File: config.mk
export PLATFORM = sky130hd
export DESIGN_NAME = fwd_hazard_ctrl
export DESIGN_NICKNAME = d
export VERILOG_FILES = /design/src/rtl/fwd_pkg.sv /design/src/rtl/fwd_match.sv /design/src/rtl/fwd_hazard_ctrl.sv
export SDC_FILE = /design/constraint.sdc
export NUM_CORES = 1
export LEC_CHECK = 0
export ABC_CLOCK_PERIOD_IN_PS = 4450
export CORE_MARGIN = 1
export CORE_UTILIZATION = 49
export CTS_CLUSTER_DIAMETER = 120
export DETAILED_ROUTE_END_ITERATION = 10
export PLACE_DENSITY_LB_ADDON = 0.2
export SLEW_MARGIN = 20
export SYNTH_ARGS = -nofsm -noshare
export SYNTH_HDL_FRONTEND = slang
export SYNTH_SLANG_ARGS = --single-unit
File: constraint.sdc
create_clock -name clk -period 4.45 [get_ports clk]
set_input_delay 0.89 -clock clk [delete_from_list [all_inputs] [get_ports clk]]
set_output_delay 0.89 -clock clk [all_outputs]
set_load 0.005 [all_outputs]
File: src/rtl/fwd_pkg.sv
// Shared types for the EXE-stage forwarding/hazard controller: select codes, in-flight
// destination tag slot, controller state, and the slot/source match helper.
package fwd_pkg;

    localparam int unsigned REG_AW = 5;

    typedef enum logic [1:0] {
        SEL_NONE    = 2'b00,
        SEL_EXE_MEM = 2'b01,
        SEL_WB      = 2'b10,
        SEL_DCACHE  = 2'b11
    } fwd_sel_e;

    typedef struct packed {
        logic              valid;
        logic [REG_AW-1:0] rd;
        logic              reg_write;
        logic              mem_read;
    } fwd_slot_t;

    typedef enum logic [1:0] {
        RUN,
        BUBBLE,
        MISS
    } fwd_state_e;

    // x0 is hardwired to zero, so a write to it never produces a forwardable value.
    function automatic logic slot_match(input fwd_slot_t slot, input logic [REG_AW-1:0] rs,
                                        input logic rs_used);
        return slot.valid & slot.reg_write & (slot.rd != '0) & (slot.rd == rs) & rs_used;
    endfunction

endpackage

File: src/rtl/fwd_match.sv
// Per-operand forwarding select: nearest producer wins (EXE slot before MEM slot).
module fwd_match
    import fwd_pkg::*;
(
    input  fwd_slot_t         exe_slot_i,
    input  fwd_slot_t         mem_slot_i,
    input  logic [REG_AW-1:0] rs_i,
    input  logic              rs_used_i,
    output fwd_sel_e          sel_o
);

    always_comb begin
        sel_o = SEL_NONE;
        if (slot_match(exe_slot_i, rs_i, rs_used_i)) begin
            sel_o = exe_slot_i.mem_read ? SEL_DCACHE : SEL_EXE_MEM;
        end else if (slot_match(mem_slot_i, rs_i, rs_used_i)) begin
            sel_o = SEL_WB;
        end
    end

endmodule

File: src/rtl/fwd_hazard_ctrl.sv
// ID-stage forwarding/hazard controller: registers EXE operand selects and drives IF/ID stall and
// ID/EXE bubble. Define FWD_LOAD_BUBBLE_EN to turn load-use dependences into a one-cycle bubble.
module fwd_hazard_ctrl
    import fwd_pkg::*;
(
    input  logic              clk,
    input  logic              rst_n,
    input  logic              id_valid,
    input  logic [REG_AW-1:0] id_rs1,
    input  logic [REG_AW-1:0] id_rs2,
    input  logic              id_rs1_used,
    input  logic              id_rs2_used,
    input  logic              id_src2_imm,
    input  logic [REG_AW-1:0] id_rd,
    input  logic              id_reg_write,
    input  logic              id_mem_read,
    input  logic              branch_flush,
    input  logic              dcache_stall,
    output logic [1:0]        rs_sel,
    output logic [1:0]        rt_sel,
    output logic              stall_if_id,
    output logic              bubble_id_exe
);

`ifdef FWD_LOAD_BUBBLE_EN
    localparam bit LoadBubbleEn = 1'b1;
`else
    localparam bit LoadBubbleEn = 1'b0;
`endif

    fwd_slot_t  exe_q, exe_d, mem_q, mem_d;
    fwd_state_e state_q, state_d;
    logic [1:0] rs_sel_q, rs_sel_d, rt_sel_q, rt_sel_d;
    fwd_sel_e   rs1_fwd, rs2_fwd;
    fwd_slot_t  id_tag;
    logic       load_use;

    fwd_match u_match_rs1 (
        .exe_slot_i (exe_q),
        .mem_slot_i (mem_q),
        .rs_i       (id_rs1),
        .rs_used_i  (id_rs1_used),
        .sel_o      (rs1_fwd)
    );

    fwd_match u_match_rs2 (
        .exe_slot_i (exe_q),
        .mem_slot_i (mem_q),
        .rs_i       (id_rs2),
        .rs_used_i  (id_rs2_used),
        .sel_o      (rs2_fwd)
    );

    assign id_tag = '{valid: 1'b1, rd: id_rd, reg_write: id_reg_write, mem_read: id_mem_read};

    // A flushed consumer never needs its operand, so it cannot cause a load-use bubble.
    assign load_use = LoadBubbleEn & id_valid & ~branch_flush & (state_q != BUBBLE) &
                      ((rs1_fwd == SEL_DCACHE) | (rs2_fwd == SEL_DCACHE));

    always_comb begin
        state_d       = state_q;
        exe_d         = exe_q;
        mem_d         = mem_q;
        rs_sel_d      = rs_sel_q;
        rt_sel_d      = rt_sel_q;
        stall_if_id   = 1'b0;
        bubble_id_exe = 1'b0;
        if (dcache_stall) begin
            stall_if_id = 1'b1;
            state_d     = MISS;
        end else begin
            stall_if_id   = load_use;
            bubble_id_exe = load_use;
            state_d       = load_use ? BUBBLE : RUN;
            mem_d         = exe_q;
            if (id_valid & ~branch_flush & ~load_use) begin
                exe_d    = id_tag;
                rs_sel_d = rs1_fwd;
                rt_sel_d = id_src2_imm ? SEL_NONE : rs2_fwd;
            end else begin
                exe_d    = '0;
                rs_sel_d = SEL_NONE;
                rt_sel_d = SEL_NONE;
            end
        end
    end

    always_ff @(posedge clk or negedge rst_n) begin
        if (!rst_n) begin
            state_q  <= RUN;
            exe_q    <= '0;
            mem_q    <= '0;
            rs_sel_q <= SEL_NONE;
            rt_sel_q <= SEL_NONE;
        end else begin
            state_q  <= state_d;
            exe_q    <= exe_d;
            mem_q    <= mem_d;
            rs_sel_q <= rs_sel_d;
            rt_sel_q <= rt_sel_d;
        end
    end

    assign rs_sel = rs_sel_q;
    assign rt_sel = rt_sel_q;

endmodule

* After elaboration in Yosys (flattened, before gate mapping) *
Index checks and enable logic that the tools add are counted.
W data, S select, Z words.

word-level totals
  flip-flop bits (word level) = 19
  latch bits = 0
  bits in writable memories = 0
  bits in read-only memories = 0
  input port bits = 25
  output and inout bits = 6
  logic and storage cells = 39
  memories kept = 0

operators by class
  $add $sub $neg = 0
  multiply operators = 0
  divide/modulo/power cells = 0
  order comparisons = 0
  eq/ne operators = 4
  shift operators = 0
  muxes and demuxes = 10
  bitwise logic cells = 14
  reductions and logical operators = 2

operator list
  cell                number
  $eq A5 B5 Y1        4
  $mux W2             8
  $and A1 B1 Y1       13
  $reduce_bool A5 Y1  2
  $mux W8             1
  $mux W1             1
  $not A1 Y1          1

* Logic depth before layout (Yosys ltp) *
  word-level depth = 8
  mapped depth = 5
  depth with buffers taken out = 5

* By module *
From an unflattened synthesis, not the netlist that was laid out.

second synthesis, totals
  cell total of the unflattened synthesis = 115
  area, all modules = 1223.7 sq um

modules (own cells, without submodules)
  module           instances  cells an instance  area an instance (sq um)  seq. area each (sq um)
  fwd_hazard_ctrl  1          71                 853.3                     500.5
  fwd_match        2          22                 185.2                     0.0

* Least setup slack after synthesis *
Ideal clock, no wire load.

  path type = input to register
  start point = input port dcache_stall
  end point = register rt_sel_q[1] (netlist: rt_sel[1])
  library setup time = 69 ps
  arrival = 1907 ps
  data required time = 4381 ps
  path slack = 2474 ps
  stages on the path = 5
  path buffers = 0
  cells stage by stage = nor3b_1 nor2b_1 nand3_1 or4_1 nand3_1

RTL lines
  what                  RTL line                source
  start, declared       fwd_hazard_ctrl.sv:18   input logic dcache_stall,
  end signal, assigned  fwd_hazard_ctrl.sv:100  rt_sel_q <= rt_sel_d;
  end, declared         fwd_hazard_ctrl.sv:33   logic [1:0] rs_sel_q, rs_sel_d, rt_sel_q, rt_sel_d;

* Worst setup path in the final report *
  start point = input port dcache_stall
  end point = output port stall_if_id

on the way
  longest elaborated chain between the ends = 1

ends and longest elaborated chain
  what           RTL line               source
  $mux W1        fwd_hazard_ctrl.sv:68  if (dcache_stall) begin
  end, declared  fwd_hazard_ctrl.sv:21  output logic stall_if_id,

Every way passes these cells.

==> results.py <==
metrics = {
    "outcome": {
        "status": "complete, no violations",
    },
    "sta": {
        "period_needed_ns": 2.75,
        "rsz0062_at_grt": "no",
        "fmax_mhz": 363,
        "setup_viol": 0,
        "finalMaxSlewViolations": 0,
        "period_share_pct": 61.9,
        "whs_ns": 0.507,
        "hold_viol": 0,
        "skew_ns": 0.00977,
        "worst_pin_slew_ns": 0.840,
        "relSlewSlack_pct": 43.8,
        "finalSetupTns_ns": 0,
    },
    "finish": {
        "drive_above_1_share_pct": 13.7,
        "finalInstanceArea_um2": 1340,
        "syn_to_final_growth_pct": 33.6,
        "nets": 143,
        "mostFrequentLayoutCells": "clkdlybuf4s50_1, xnor2_1, dfrtp_1",
        "multi_input_area_um2": 499,
        "antenna_cells": 0,
        "regArea_um2": 475,
        "layout_commonest_cell": "clkdlybuf4s50_1",
        "fillerInstances": 143,
    },
    "power_and_ir_drop": {
        "total_power_w": 0.000351,
        "peakVddDrop_v": 0.000173,
        "powerDensity_nw_per_um2": 262,
        "p_leak_nw": 0.542,
    },
    "worst_hold_path": {
        "hold_path_class": "register to register",
        "hold_path_depth": 2,
    },
    "floorplanning": {
        "start_util_pct": 55.0,
        "core-area_um2": 1820,
        "design.portCount": 31,
        "die-area_um2": 2230,
        "rows": 15,
        "die_w_um": 47.2,
        "die_h_um": 47.2,
    },
    "yosys": {
        "synth_ff_type": "dfrtp_1",
        "muxShareOfSynthArea_pct": 7.87,
        "syn_area_um2": 1000,
        "synthXorXnorAreaFrac_pct": 17.5,
        "synth-compound-area-share_pct": 11.9,
        "synth_nets": 112,
        "ys_seq_elements": 19,
        "yosysTopAreaCellShare_pct": 47.5,
        "synthArstFlopShare_pct": 100,
        "seq_area_frac_synth_pct": 47.5,
        "synth_enable_flop_cells": 0,
        "netlist_instances": 87,
        "synthSimpleGateAreaFrac_pct": 12.3,
        "synth_cell_types": 22,
        "synth_top_family_by_area": "XOR/XNOR gates",
        "synthTopCellsByArea": "dfrtp_1, xnor2_1, mux2_2",
        "yosysTopAreaCell": "dfrtp_1",
        "synth_warnings": 0,
        "synth_fa_ha_area_share_pct": 0,
        "avgSynthCellArea_um2": 11.5,
    },
    "worst_setup_path": {
        "crit_path_frequent_cell": "clkdlybuf4s50_1",
        "path_cells": "clkdlybuf4s50_1 -> clkdlybuf4s50_1",
        "crit_slowest_cell": "clkdlybuf4s50_1",
        "critical-path-top-delay-family": "buffers and inverters",
        "crit_cells": 2,
        "r2r_cells": 5,
        "crit_type": "primary input to primary output",
        "worstPathArrival_ns": 1.86,
        "cpPeakStageDelay_ns": 0.50,
        "critical_path_buf_inv_count": 2,
        "crit_path_start_kind": "primary input",
        "worst_ep_required_time_ns": 3.56,
        "end_kind": "primary output",
        "path_max_fanout": 2,
    },
    "placed_design": {
        "gp_congestion": 0.860,
        "dp_hpwl_um": 1520,
        "placed_area_um2": 1310,
        "io_buffers": 29,
    },
    "route": {
        "wl_per_cell_um": 14.0,
        "drc": 0,
        "finalWirelength_um": 1980,
        "drt-pass1-iter-count": 4,
        "num_vias": 784,
        "antenna_left": 0,
        "drt-initial-drc-count": 5,
        "via_per_inst": 5.52,
    },
    "clocking": {
        "hold_buffers": 0,
        "cts_buffers": 3,
        "cts_root_buf": "clkbuf_4",
        "cts_buffer_depth": 2,
        "cts_tree": "built",
        "htree_levels": 1,
        "clk_latency_ns": 0.30,
        "path_clk_slew_ns": 0.11,
        "post_cts_resize_count": 0,
        "post-cts-setup-buffers": 0,
        "clock-sinks": 19,
    },
    "global_routing": {
        "overflow": 0,
        "grt_max_degree": 21,
        "grt_antenna_before_repair": 0,
        "grt_pass1_wl_um": 3260,
        "grt_pass1_vias": 767,
        "track_usage_pct": 21.7,
    },
    "job": {
        "maxCapViolations": 0,
    },
}
-- flip-flops by register name, summed over array words and instances, names as in the netlist --
signal	count
rt_sel	2
rs_sel	2
exe_q	8
mem_q	7
-- area by class of cell --
class | count | share of cell area (%)
Clock buffer | 4 | 1.96
Multi-Input combinational cell | 63 | 37.3
Timing Repair Buffer | 31 | 22.8
Sequential cell | 19 | 35.5
Tap cell | 25 | 2.34
-- where the power goes --
| part | switching (W) | leakage [nW] | internal (W) | total [W] |
|---|---|---|---|---|
| registers | 0.0000121 | 0.257 | 0.000182 | 0.000194 |
| logic | 0.0000247 | 0.270 | 0.0000442 | 0.0000690 |
| clock network | 0.0000530 | 0.0150 | 0.0000350 | 0.0000880 |
| total | 0.0000898 | 0.542 | 0.000261 | 0.000351 |
-- worst reg2reg max path, delay by kind of cell, from the launching register on --
| kind | cells | cell delay (ns) |
|---|---|---|
| flip-flops | 1 | 0.46 |
| AND/OR/NAND/NOR | 4 | 1.26 |
| AO/OA/AOI/OAI | 1 | 0.24 |
-- kinds of logic after synthesis --
logic type             after synthesis
AND/OR/NAND/NOR                     21
other                                1
flip-flops                          19
multiplexers                         7
buffers and inverters                5
XOR/XNOR                            20
AO/OA/AOI/OAI                       14
-- synthesized netlist by cell type (2+ instances only) --
cell type,n
xnor2_1,20
dfrtp_1,19
a22o_1,7
mux2_2,7
nand2_1,4
nand3_1,4
nand4_1,4
clkbuf_1,3
or4_1,3
a22o_2,2
buf_4,2
nor3_1,2
-- per-layer routing --
metal	GRT usage, %	vias up	wire, µm
met5	0	-	0
met4	8.57	0	25
met3	5.77	4	104
met2	38.9	24	965
met1	24.5	382	886
li1	-	374	-
-- stage by stage --
step | instances | util [%] | worst slack (ns)
floorplan | 87 | - | 2.47
global placement | 138 | 72.0 | 1.67
detailed placement | 138 | 72.0 | 1.60
CTS | 142 | 73.5 | 1.69
global route | 142 | 73.5 | 1.68
finish | 142 | 73.5 | 1.70
-- worst paths after layout --
check | slack [ns] | startpoint | to
max in group asynchronous | 2.87 | rst_n | exe_q[2]
max | 1.70 | dcache_stall | stall_if_id
min reg2reg | 0.51 | rs_sel[1] | rs_sel[1]
min in group asynchronous | 1.06 | rst_n | rt_sel[1]
max reg2reg | 2.44 | exe_q[3] | rt_sel[1]
min | 0.51 | rs_sel[1] | rs_sel[1]
Power figures use the tool's default switching activity.
